`config.mk`:
```
export PLATFORM = sky130hd
export DESIGN_NAME = idct_block_scheduler
export DESIGN_NICKNAME = d
export VERILOG_FILES = /design/src/rtl/idct_block_scheduler_pkg.sv /design/src/rtl/idct_block_counter.sv /design/src/rtl/idct_block_scheduler.sv
export SDC_FILE = /design/constraint.sdc
export NUM_CORES = 1
export LEC_CHECK = 0
export ABC_AREA = 1
export CAP_MARGIN = 30
export CORE_ASPECT_RATIO = 0.75
export CORE_UTILIZATION = 35
export CTS_CLUSTER_DIAMETER = 150
export DETAILED_ROUTE_END_ITERATION = 10
export GPL_TIMING_DRIVEN = 0
export PLACE_DENSITY_LB_ADDON = 0.08
export SLEW_MARGIN = 20
export SYNTH_ARGS = -nofsm -noshare
export SYNTH_HDL_FRONTEND = slang
export SYNTH_SLANG_ARGS = --single-unit
```
`constraint.sdc`:
```
create_clock -name Clock -period 8.1 [get_ports Clock]
set_input_delay 1.215 -clock Clock [delete_from_list [all_inputs] [get_ports Clock]]
set_output_delay 1.215 -clock Clock [all_outputs]
set_load 0.01 [all_outputs]
```
`src/rtl/idct_block_scheduler_pkg.sv`:
```
`default_nettype none
// ============================================================================
//  idct_block_scheduler_pkg
//  Shared states, segment geometry, base addresses and address helpers.
//  Revision: 1.0
// ============================================================================
package idct_block_scheduler_pkg;

  typedef enum logic [2:0] {
    IDLE  = 3'd0,
    LI_FS = 3'd1,
    MS_A  = 3'd2,
    MS_B  = 3'd3,
    LO_WS = 3'd4,
    FIN   = 3'd5
  } state_e;

  typedef enum logic [1:0] {
    SEG_Y = 2'd0,
    SEG_U = 2'd1,
    SEG_V = 2'd2
  } seg_e;

  localparam logic [1:0]  C_OWN_NONE        = 2'd0;
  localparam logic [1:0]  C_OWN_FS          = 2'd1;
  localparam logic [1:0]  C_OWN_WS          = 2'd2;

  localparam logic [17:0] C_PRE_IDCT_BASE   = 18'd76800;
  localparam logic [17:0] C_U_POST_BASE     = 18'd38400;
  localparam logic [17:0] C_V_POST_BASE     = 18'd57600;

  localparam logic [17:0] C_SEG_OFF_Y       = 18'd0;
  localparam logic [17:0] C_SEG_OFF_U       = 18'd76800;
  localparam logic [17:0] C_SEG_OFF_V       = 18'd115200;

  localparam logic [17:0] C_PRE_STRIDE_Y    = 18'd320;
  localparam logic [17:0] C_PRE_STRIDE_UV   = 18'd160;
  localparam logic [17:0] C_POST_STRIDE_Y   = 18'd160;
  localparam logic [17:0] C_POST_STRIDE_UV  = 18'd80;

  localparam logic [5:0]  C_BCOLS_Y         = 6'd40;
  localparam logic [5:0]  C_BCOLS_UV        = 6'd20;
  localparam logic [4:0]  C_BROWS           = 5'd30;
  localparam logic [11:0] C_LAST_BLOCK      = 12'd2399;

  function automatic seg_e next_seg(input seg_e s);
    case (s)
      SEG_Y:   return SEG_U;
      SEG_U:   return SEG_V;
      default: return SEG_Y;
    endcase
  endfunction

  function automatic logic [5:0] seg_bcols(input seg_e s);
    return (s == SEG_Y) ? C_BCOLS_Y : C_BCOLS_UV;
  endfunction

  // Offset from PRE_IDCT_BASE of the block's top-left sample (8 rows per block row).
  function automatic logic [17:0] pre_offset(input seg_e s, input logic [4:0] brow,
                                             input logic [5:0] bcol);
    logic [17:0] off;
    logic [17:0] stride;
    case (s)
      SEG_Y:   off = C_SEG_OFF_Y;
      SEG_U:   off = C_SEG_OFF_U;
      default: off = C_SEG_OFF_V;
    endcase
    stride = (s == SEG_Y) ? C_PRE_STRIDE_Y : C_PRE_STRIDE_UV;
    return off + ((18'(brow) * stride) << 3) + (18'(bcol) << 3);
  endfunction

  function automatic logic [17:0] post_offset(input seg_e s, input logic [4:0] brow,
                                              input logic [5:0] bcol);
    logic [17:0] stride;
    stride = (s == SEG_Y) ? C_POST_STRIDE_Y : C_POST_STRIDE_UV;
    return ((18'(brow) * stride) << 3) + (18'(bcol) << 2);
  endfunction

endpackage
`default_nettype wire

```
`src/rtl/idct_block_counter.sv`:
```
`default_nettype none
// ============================================================================
//  idct_block_counter
//  Row-major block position walker over the Y, U and V segments of a frame.
//  Revision: 1.0
// ============================================================================
module idct_block_counter
  import idct_block_scheduler_pkg::*;
(
  input  logic       Clock,
  input  logic       Resetn,
  input  logic       i_clear,
  input  logic       i_advance,
  output seg_e       o_seg,
  output logic [4:0] o_brow,
  output logic [5:0] o_bcol
);

  logic w_last_col;
  logic w_last_row;

  assign w_last_col = (o_bcol == seg_bcols(o_seg) - 6'd1);
  assign w_last_row = (o_brow == C_BROWS - 5'd1);

  always_ff @(posedge Clock or negedge Resetn) begin
    if (!Resetn) begin
      o_seg  <= SEG_Y;
      o_brow <= '0;
      o_bcol <= '0;
    end else if (i_clear) begin
      o_seg  <= SEG_Y;
      o_brow <= '0;
      o_bcol <= '0;
    end else if (i_advance) begin
      if (!w_last_col) begin
        o_bcol <= o_bcol + 6'd1;
      end else begin
        o_bcol <= '0;
        if (!w_last_row) begin
          o_brow <= o_brow + 5'd1;
        end else begin
          o_brow <= '0;
          o_seg  <= next_seg(o_seg);
        end
      end
    end
  end

endmodule
`default_nettype wire

```
`src/rtl/idct_block_scheduler.sv`:
```
`default_nettype none
// ============================================================================
//  idct_block_scheduler
//  Pipelines fetch/compute/write engines over the 2400 blocks of a frame.
//  Optional Cycle_count statistics: define IDCT_SCHED_STATS_EN.
//  Revision: 1.0
// ============================================================================
module idct_block_scheduler
  import idct_block_scheduler_pkg::*;
#(
  parameter logic [17:0] PRE_IDCT_BASE = C_PRE_IDCT_BASE,
  parameter logic [17:0] U_POST_BASE   = C_U_POST_BASE,
  parameter logic [17:0] V_POST_BASE   = C_V_POST_BASE
) (
  input  logic        Clock,
  input  logic        Resetn,
  input  logic        Start,
  output logic        Busy,
  output logic        Done,
  output logic        FS_start,
  input  logic        FS_done,
  output logic [17:0] FS_pre_addr,
  output logic        FS_y_seg,
  output logic        CT_start,
  input  logic        CT_done,
  output logic        CS_start,
  input  logic        CS_done,
  output logic        WS_start,
  input  logic        WS_done,
  output logic [17:0] WS_post_addr,
  output logic        WS_y_seg,
  output logic        SP_bank,
  output logic [1:0]  SRAM_owner,
  output logic [31:0] Cycle_count
);

  state_e      r_state;
  logic [11:0] r_n;
  logic        r_entry;
  logic        r_fs_act, r_ct_act, r_cs_act, r_ws_act;
  logic        r_fs_dn, r_ct_dn, r_cs_dn, r_ws_dn;

  logic        w_start_acc, w_in_phase, w_phase_done;
  logic        w_fs_acc, w_ct_acc, w_cs_acc, w_ws_acc;
  seg_e        w_f_seg, w_w_seg;
  logic [4:0]  w_f_brow, w_w_brow;
  logic [5:0]  w_f_bcol, w_w_bcol;
  logic [17:0] w_post_base;

  assign w_start_acc = (r_state == IDLE) && Start;

  // A done counts only after its own start pulse has gone by in this phase.
  assign w_fs_acc = r_fs_act && !r_entry && !FS_start && FS_done;
  assign w_ct_acc = r_ct_act && !r_entry && !CT_start && CT_done;
  assign w_cs_acc = r_cs_act && !r_entry && !CS_start && CS_done;
  assign w_ws_acc = r_ws_act && !r_entry && !WS_start && WS_done;

  assign w_in_phase = (r_state == LI_FS) || (r_state == MS_A) ||
                      (r_state == MS_B)  || (r_state == LO_WS);

  assign w_phase_done = w_in_phase && !r_entry &&
                        (!r_fs_act || r_fs_dn || w_fs_acc) &&
                        (!r_ct_act || r_ct_dn || w_ct_acc) &&
                        (!r_cs_act || r_cs_dn || w_cs_acc) &&
                        (!r_ws_act || r_ws_dn || w_ws_acc);

  idct_block_counter u_fetch_pos (
    .Clock     (Clock),
    .Resetn    (Resetn),
    .i_clear   (w_start_acc),
    .i_advance (r_entry && r_fs_act),
    .o_seg     (w_f_seg),
    .o_brow    (w_f_brow),
    .o_bcol    (w_f_bcol)
  );

  idct_block_counter u_write_pos (
    .Clock     (Clock),
    .Resetn    (Resetn),
    .i_clear   (w_start_acc),
    .i_advance (r_entry && r_ws_act),
    .o_seg     (w_w_seg),
    .o_brow    (w_w_brow),
    .o_bcol    (w_w_bcol)
  );

  always_comb begin
    w_post_base = '0;
    case (w_w_seg)
      SEG_U:   w_post_base = U_POST_BASE;
      SEG_V:   w_post_base = V_POST_BASE;
      default: w_post_base = '0;
    endcase
  end

  always_ff @(posedge Clock or negedge Resetn) begin
    if (!Resetn) begin
      r_state      <= IDLE;
      r_n          <= '0;
      r_entry      <= 1'b0;
      {r_fs_act, r_ct_act, r_cs_act, r_ws_act} <= '0;
      {r_fs_dn, r_ct_dn, r_cs_dn, r_ws_dn}     <= '0;
      Busy         <= 1'b0;
      Done         <= 1'b0;
      FS_start     <= 1'b0;
      CT_start     <= 1'b0;
      CS_start     <= 1'b0;
      WS_start     <= 1'b0;
      FS_pre_addr  <= '0;
      FS_y_seg     <= 1'b0;
      WS_post_addr <= '0;
      WS_y_seg     <= 1'b0;
      SP_bank      <= 1'b0;
      SRAM_owner   <= C_OWN_NONE;
    end else begin
      FS_start <= 1'b0;
      CT_start <= 1'b0;
      CS_start <= 1'b0;
      WS_start <= 1'b0;
      Done     <= 1'b0;
      r_fs_dn  <= r_fs_dn | w_fs_acc;
      r_ct_dn  <= r_ct_dn | w_ct_acc;
      r_cs_dn  <= r_cs_dn | w_cs_acc;
      r_ws_dn  <= r_ws_dn | w_ws_acc;

      // Entry cycle: latch this phase's addresses and launch its engines together.
      if (r_entry) begin
        r_entry  <= 1'b0;
        FS_start <= r_fs_act;
        CT_start <= r_ct_act;
        CS_start <= r_cs_act;
        WS_start <= r_ws_act;
        if (r_fs_act) begin
          FS_pre_addr <= PRE_IDCT_BASE + pre_offset(w_f_seg, w_f_brow, w_f_bcol);
          FS_y_seg    <= (w_f_seg == SEG_Y);
        end
        if (r_ws_act) begin
          WS_post_addr <= w_post_base + post_offset(w_w_seg, w_w_brow, w_w_bcol);
          WS_y_seg     <= (w_w_seg == SEG_Y);
        end
      end

      if (w_start_acc || w_phase_done) begin
        r_entry <= 1'b1;
        {r_fs_dn, r_ct_dn, r_cs_dn, r_ws_dn} <= '0;
      end

      case (r_state)
        IDLE: begin
          if (Start) begin
            r_state    <= LI_FS;
            Busy       <= 1'b1;
            r_n        <= '0;
            {r_fs_act, r_ct_act, r_cs_act, r_ws_act} <= 4'b1000;
            SRAM_owner <= C_OWN_FS;
          end
        end
        LI_FS: begin
          if (w_phase_done) begin
            r_state    <= MS_A;
            {r_fs_act, r_ct_act, r_cs_act, r_ws_act} <= 4'b1100;
            SRAM_owner <= C_OWN_FS;
          end
        end
        MS_A: begin
          if (w_phase_done) begin
            r_state    <= MS_B;
            {r_fs_act, r_ct_act, r_cs_act, r_ws_act} <= {3'b001, (r_n != 12'd0)};
            SRAM_owner <= (r_n != 12'd0) ? C_OWN_WS : C_OWN_NONE;
          end
        end
        MS_B: begin
          if (w_phase_done) begin
            if (r_n != C_LAST_BLOCK) begin
              r_state    <= MS_A;
              r_n        <= r_n + 12'd1;
              SP_bank    <= ~SP_bank;
              {r_fs_act, r_ct_act, r_cs_act, r_ws_act} <=
                {(r_n < C_LAST_BLOCK - 12'd1), 3'b100};
              SRAM_owner <= (r_n < C_LAST_BLOCK - 12'd1) ? C_OWN_FS : C_OWN_NONE;
            end else begin
              r_state    <= LO_WS;
              {r_fs_act, r_ct_act, r_cs_act, r_ws_act} <= 4'b0001;
              SRAM_owner <= C_OWN_WS;
            end
          end
        end
        LO_WS: begin
          if (w_phase_done) begin
            r_state    <= FIN;
            r_entry    <= 1'b0;
            Busy       <= 1'b0;
            Done       <= 1'b1;
            {r_fs_act, r_ct_act, r_cs_act, r_ws_act} <= '0;
            SRAM_owner <= C_OWN_NONE;
          end
        end
        FIN: begin
          r_state <= IDLE;
        end
        default: begin
          r_state <= IDLE;
        end
      endcase
    end
  end

`ifdef IDCT_SCHED_STATS_EN
  logic [31:0] r_cycle_count;

  always_ff @(posedge Clock or negedge Resetn) begin
    if (!Resetn) begin
      r_cycle_count <= '0;
    end else if (w_start_acc) begin
      r_cycle_count <= '0;
    end else if (Busy) begin
      r_cycle_count <= r_cycle_count + 32'd1;
    end
  end

  assign Cycle_count = r_cycle_count;
`else
  assign Cycle_count = 32'd0;
`endif

endmodule
`default_nettype wire
```
==> results.yml <==
outcome:
  outcome: "complete, no violations"
floorplanning:
  core-area_mm2: 0.0188
  initial_utilization: 0.362
  top_level_ports: 86
  die_h_um: 123
  core.rowCount: 43
  dieArea_mm2: 0.0200
  fp.dieW_um: 163
hold_path:
  min_path_type: "reg -> reg"
  whs_endpoint: "CT_start$_DFF_PN0_"
  hold_start: "r_ct_act$_DFFE_PN0P_"
  holdPathStages: 2
drt:
  drc: 0
  routed_wl_um: 15100
  ant_nets: 0
  wl_per_cell_um: 12.2
  vias_per_cell: 4.48
  vias: 5582
  drt_iter0_drc: 302
  first_pass_iters: 4
logic_synthesis:
  yosys-top-cells-count: "228 x nand2_1, 115 x inv_1, 91 x dfrtp_1"
  synth_top_family_by_area: "simple AND/OR/NAND/NOR gates"
  yosysWarningCount: 0
  ys_ff_latch: 91
  synth_area_mm2: 0.00681
  synth.most_common_cell: "nand2_1"
  synthFlopType: "dfrtp_1"
  seq_area_frac_synth: 0.335
  avgSynthCellArea_um2: 7.61
  async_flop_share: 1.00
  synth_xor_area_frac: 0.0335
  synth_fa_ha_area_frac: 0.151
  synth_top_cells_by_area: "dfrtp_1 33%, nand2_1 13%, ha_1 12%"
  syn_inst: 894
  yosysTopAreaCell: "dfrtp_1"
  synth_cell_types: 37
  synth_edf_count: 0
  muxShareOfSynthArea: 0
  synth-simple-area-share: 0.278
  synth_compound_area_frac: 0.0734
  synth_top_cell_area_share: 0.335
placement:
  dp_hpwl_um: 11800
  dp_cells: 1229
  gp_congestion: 0.835
  io_buffers: 47
sta:
  min_period_ns: 4.87
  worstMarginPinSlew_ns: 0.543
  max_slew_margin: 0.635
  setup_tns_ns: 0
  final.period_utilization: 0.602
  fin_skew_ns: 0.00720
  final-hold-violation-count: 0
  rsz0062_at_grt: "no"
  timing.hold.ws_ns: 0.469
  setup_viol: 0
  fmax_ghz: 0.205
  drv_slew: 0
global_route:
  grt_max_degree: 58
  antenna_found_initial: 0
  grt_pass1_vias: 5082
  track_usage: 0.163
  overflow: 0
  grt_pass1_wl_um: 25600
worst_setup_path:
  r2r_start: "u_fetch_pos.o_seg[0]$_DFFE_PN0P_"
  cp_slowest_stage_delay_ns: 0.54
  critPathCaptureType: "flip-flop"
  r2r_slack_ns: 3.23
  crit_family: "adder cells"
  crit_chain: "nor2_1 -> clkbuf_1 -> o21ai_0 -> ha_1 -> inv_1 -> fa_1 -> inv_1 -> ha_1 -> ha_1 -> nand2_1 -> o21ai_0 -> nand2_1 -> nand2_1 -> a21oi_1 -> xnor2_1 -> ha_1 -> inv_1 -> ha_1 -> inv_1 -> o21bai_1 -> a31oi_1 -> nand3_1 -> nand3_1 -> nand2_1"
  path_class: "reg -> reg"
  crit_path_frequent_cell: "ha_1"
  worst-r2r-cell-count: 24
  start_kind: "flip-flop"
  r2r_end: "FS_pre_addr[17]$_DFFE_PN0P_"
  cp_slowest_cell: "fa_1"
  cp_data_required_time_ns: 8.35
  critPathMaxFanout: 10
  crit_buf_inv: 5
  crit_arrival_ns: 5.12
clocking:
  cts_buffer_depth: 2
  cts_buffers: 9
  cts_resized: 0
  cts.clk_slew.worst_paths_ns: 0.07
  cts_sinks: 91
  cts_hold_buf: 0
  cts_tree: "yes"
  clk-insertion-delay-late_ns: 0.35
  root_buffer: "clkbuf_16"
  htree_num_levels: 3
  post-cts-setup-buffer-count: 0
cells_and_area:
  antennaDiodeCount: 0
  syn_to_final_growth_pct: 18.4
  layout.cells.non_filler: 1245
  drive_above_1_share: 0.110
  layout.nets: 1076
job:
  maxCapViolations: 0
power:
  p_leak_nw: 4.28
  powerDensity_mw_per_mm2: 333
  max-vdd-ir-drop_uv: 187
## power by group
group	internal (W)	leakage, nW	switching, W
clock network	0.000224	0.144	0.000201
registers	0.000571	1.21	0.0000911
logic	0.000622	2.93	0.000975
total	0.00142	4.28	0.00127
## routing by layer
layer	vias to the layer above	wire, um	GRT usage	share of wire
met5	-	0	0	0
met4	0	146	0.0444	0.0096
met1	2490	8730	0.258	0.58
met3	11	601	0.0304	0.040
li1	2987	-	-	-
met2	94	5660	0.219	0.37
## layout make-up
cell class | instances | area, um2
Buffer | 61 | 424
Sequential cell | 91 | 2280
Clock buffer | 10 | 239
Multi-Input combinational cell | 661 | 3800
Inverter | 121 | 454
Tap cell | 247 | 309
Clock inverter | 6 | 56.3
Timing Repair Buffer | 48 | 499
Fill cell | 1950 | 10700
## cell families (layout without fill, tap and decap cells)
logic type	after synthesis	after routing
xor+xnor	26	26
fa+ha+maj	76	76
other cells	2	42
flops	91	91
buf+inv	182	246
compound gates	94	94
simple gates	423	423
## state kept, by name (all words and copies together) (netlist names), 2 cells and up
signal and flops:
FS_pre_addr 15, SRAM_owner 2, WS_post_addr 15, r_n 12, r_state 3, u_fetch_pos.o_bcol 6
u_fetch_pos.o_brow 5, u_fetch_pos.o_seg 2, u_write_pos.o_bcol 6, u_write_pos.o_brow 5, u_write_pos.o_seg 2
## worst reg2reg max path, cell delays in order, from the launching register on
cell and delay [ns]:
dfrtp_1 0.42, nor2_1 0.26, clkbuf_1 0.36, o21ai_0 0.20, ha_1 0.30, inv_1 0.05
fa_1 0.54, inv_1 0.05, ha_1 0.29, ha_1 0.35, nand2_1 0.06, o21ai_0 0.26
nand2_1 0.09, nand2_1 0.07, a21oi_1 0.06, xnor2_1 0.13, ha_1 0.27, inv_1 0.04
ha_1 0.33, inv_1 0.10, o21bai_1 0.08, a31oi_1 0.18, nand3_1 0.10, nand3_1 0.14
nand2_1 0.06
## cell usage in the layout (no fill, tap or decap), types with 3 or more instances in the layout
cell / Yosys / final
dfrtp_1: 91 / 91
nor2_2: 4 / 4
clkbuf_1: 10 / 10
fa_1: 10 / 10
xor2_1: 15 / 15
nand2_4: 3 / 3
xnor2_1: 11 / 11
o22ai_1: 3 / 3
buf_2: 5 / 5
conb_1: 2 / 42
a31oi_1: 8 / 8
nand4_1: 26 / 26
clkdlybuf4s50_1: 0 / 46
ha_1: 66 / 66
inv_1: 115 / 115
a21oi_1: 22 / 22
inv_2: 6 / 6
nand3_1: 51 / 51
nor3_1: 7 / 7
nand2_2: 22 / 22
clkbuf_16: 0 / 9
o21ai_1: 10 / 10
nor2_1: 70 / 70
buf_4: 44 / 44
nor3b_1: 3 / 3
nand2_1: 228 / 228
o21ai_0: 45 / 45
## through the flow
step / cell area, um2 / utilization / power, W / worst slack, ns
after floorplan: 6960 / - / 0.00181 / 3.76
after global placement: 7730 / 0.412 / 0.00227 / 2.17
after detailed placement: 7760 / 0.413 / 0.00226 / 3.19
after CTS: 8060 / 0.429 / 0.00271 / 3.16
after global routing: 8060 / 0.429 / 0.00298 / 2.70
final: 8060 / 0.429 / 0.00268 / 3.23
## worst max-delay path by stage
stage | endpoint | cells past startpoint | startpoint | slack, ns
after global routing | FS_pre_addr[17]$_DFFE_PN0P_ | 25 | u_fetch_pos.o_seg[0]$_DFFE_PN0P_ | 2.70
after global placement | WS_post_addr[15]$_DFFE_PN0P_ | 1 | Resetn | 2.17
after detailed placement | FS_pre_addr[17]$_DFFE_PN0P_ | 24 | u_fetch_pos.o_seg[0]$_DFFE_PN0P_ | 3.19
after CTS | FS_pre_addr[17]$_DFFE_PN0P_ | 24 | u_fetch_pos.o_seg[0]$_DFFE_PN0P_ | 3.16
after floorplan | FS_pre_addr[17]$_DFFE_PN0P_ | 24 | u_fetch_pos.o_seg[0]$_DFFE_PN0P_ | 3.76
final | FS_pre_addr[17]$_DFFE_PN0P_ | 24 | u_fetch_pos.o_seg[0]$_DFFE_PN0P_ | 3.23
Power figures use the tool's default switching activity.
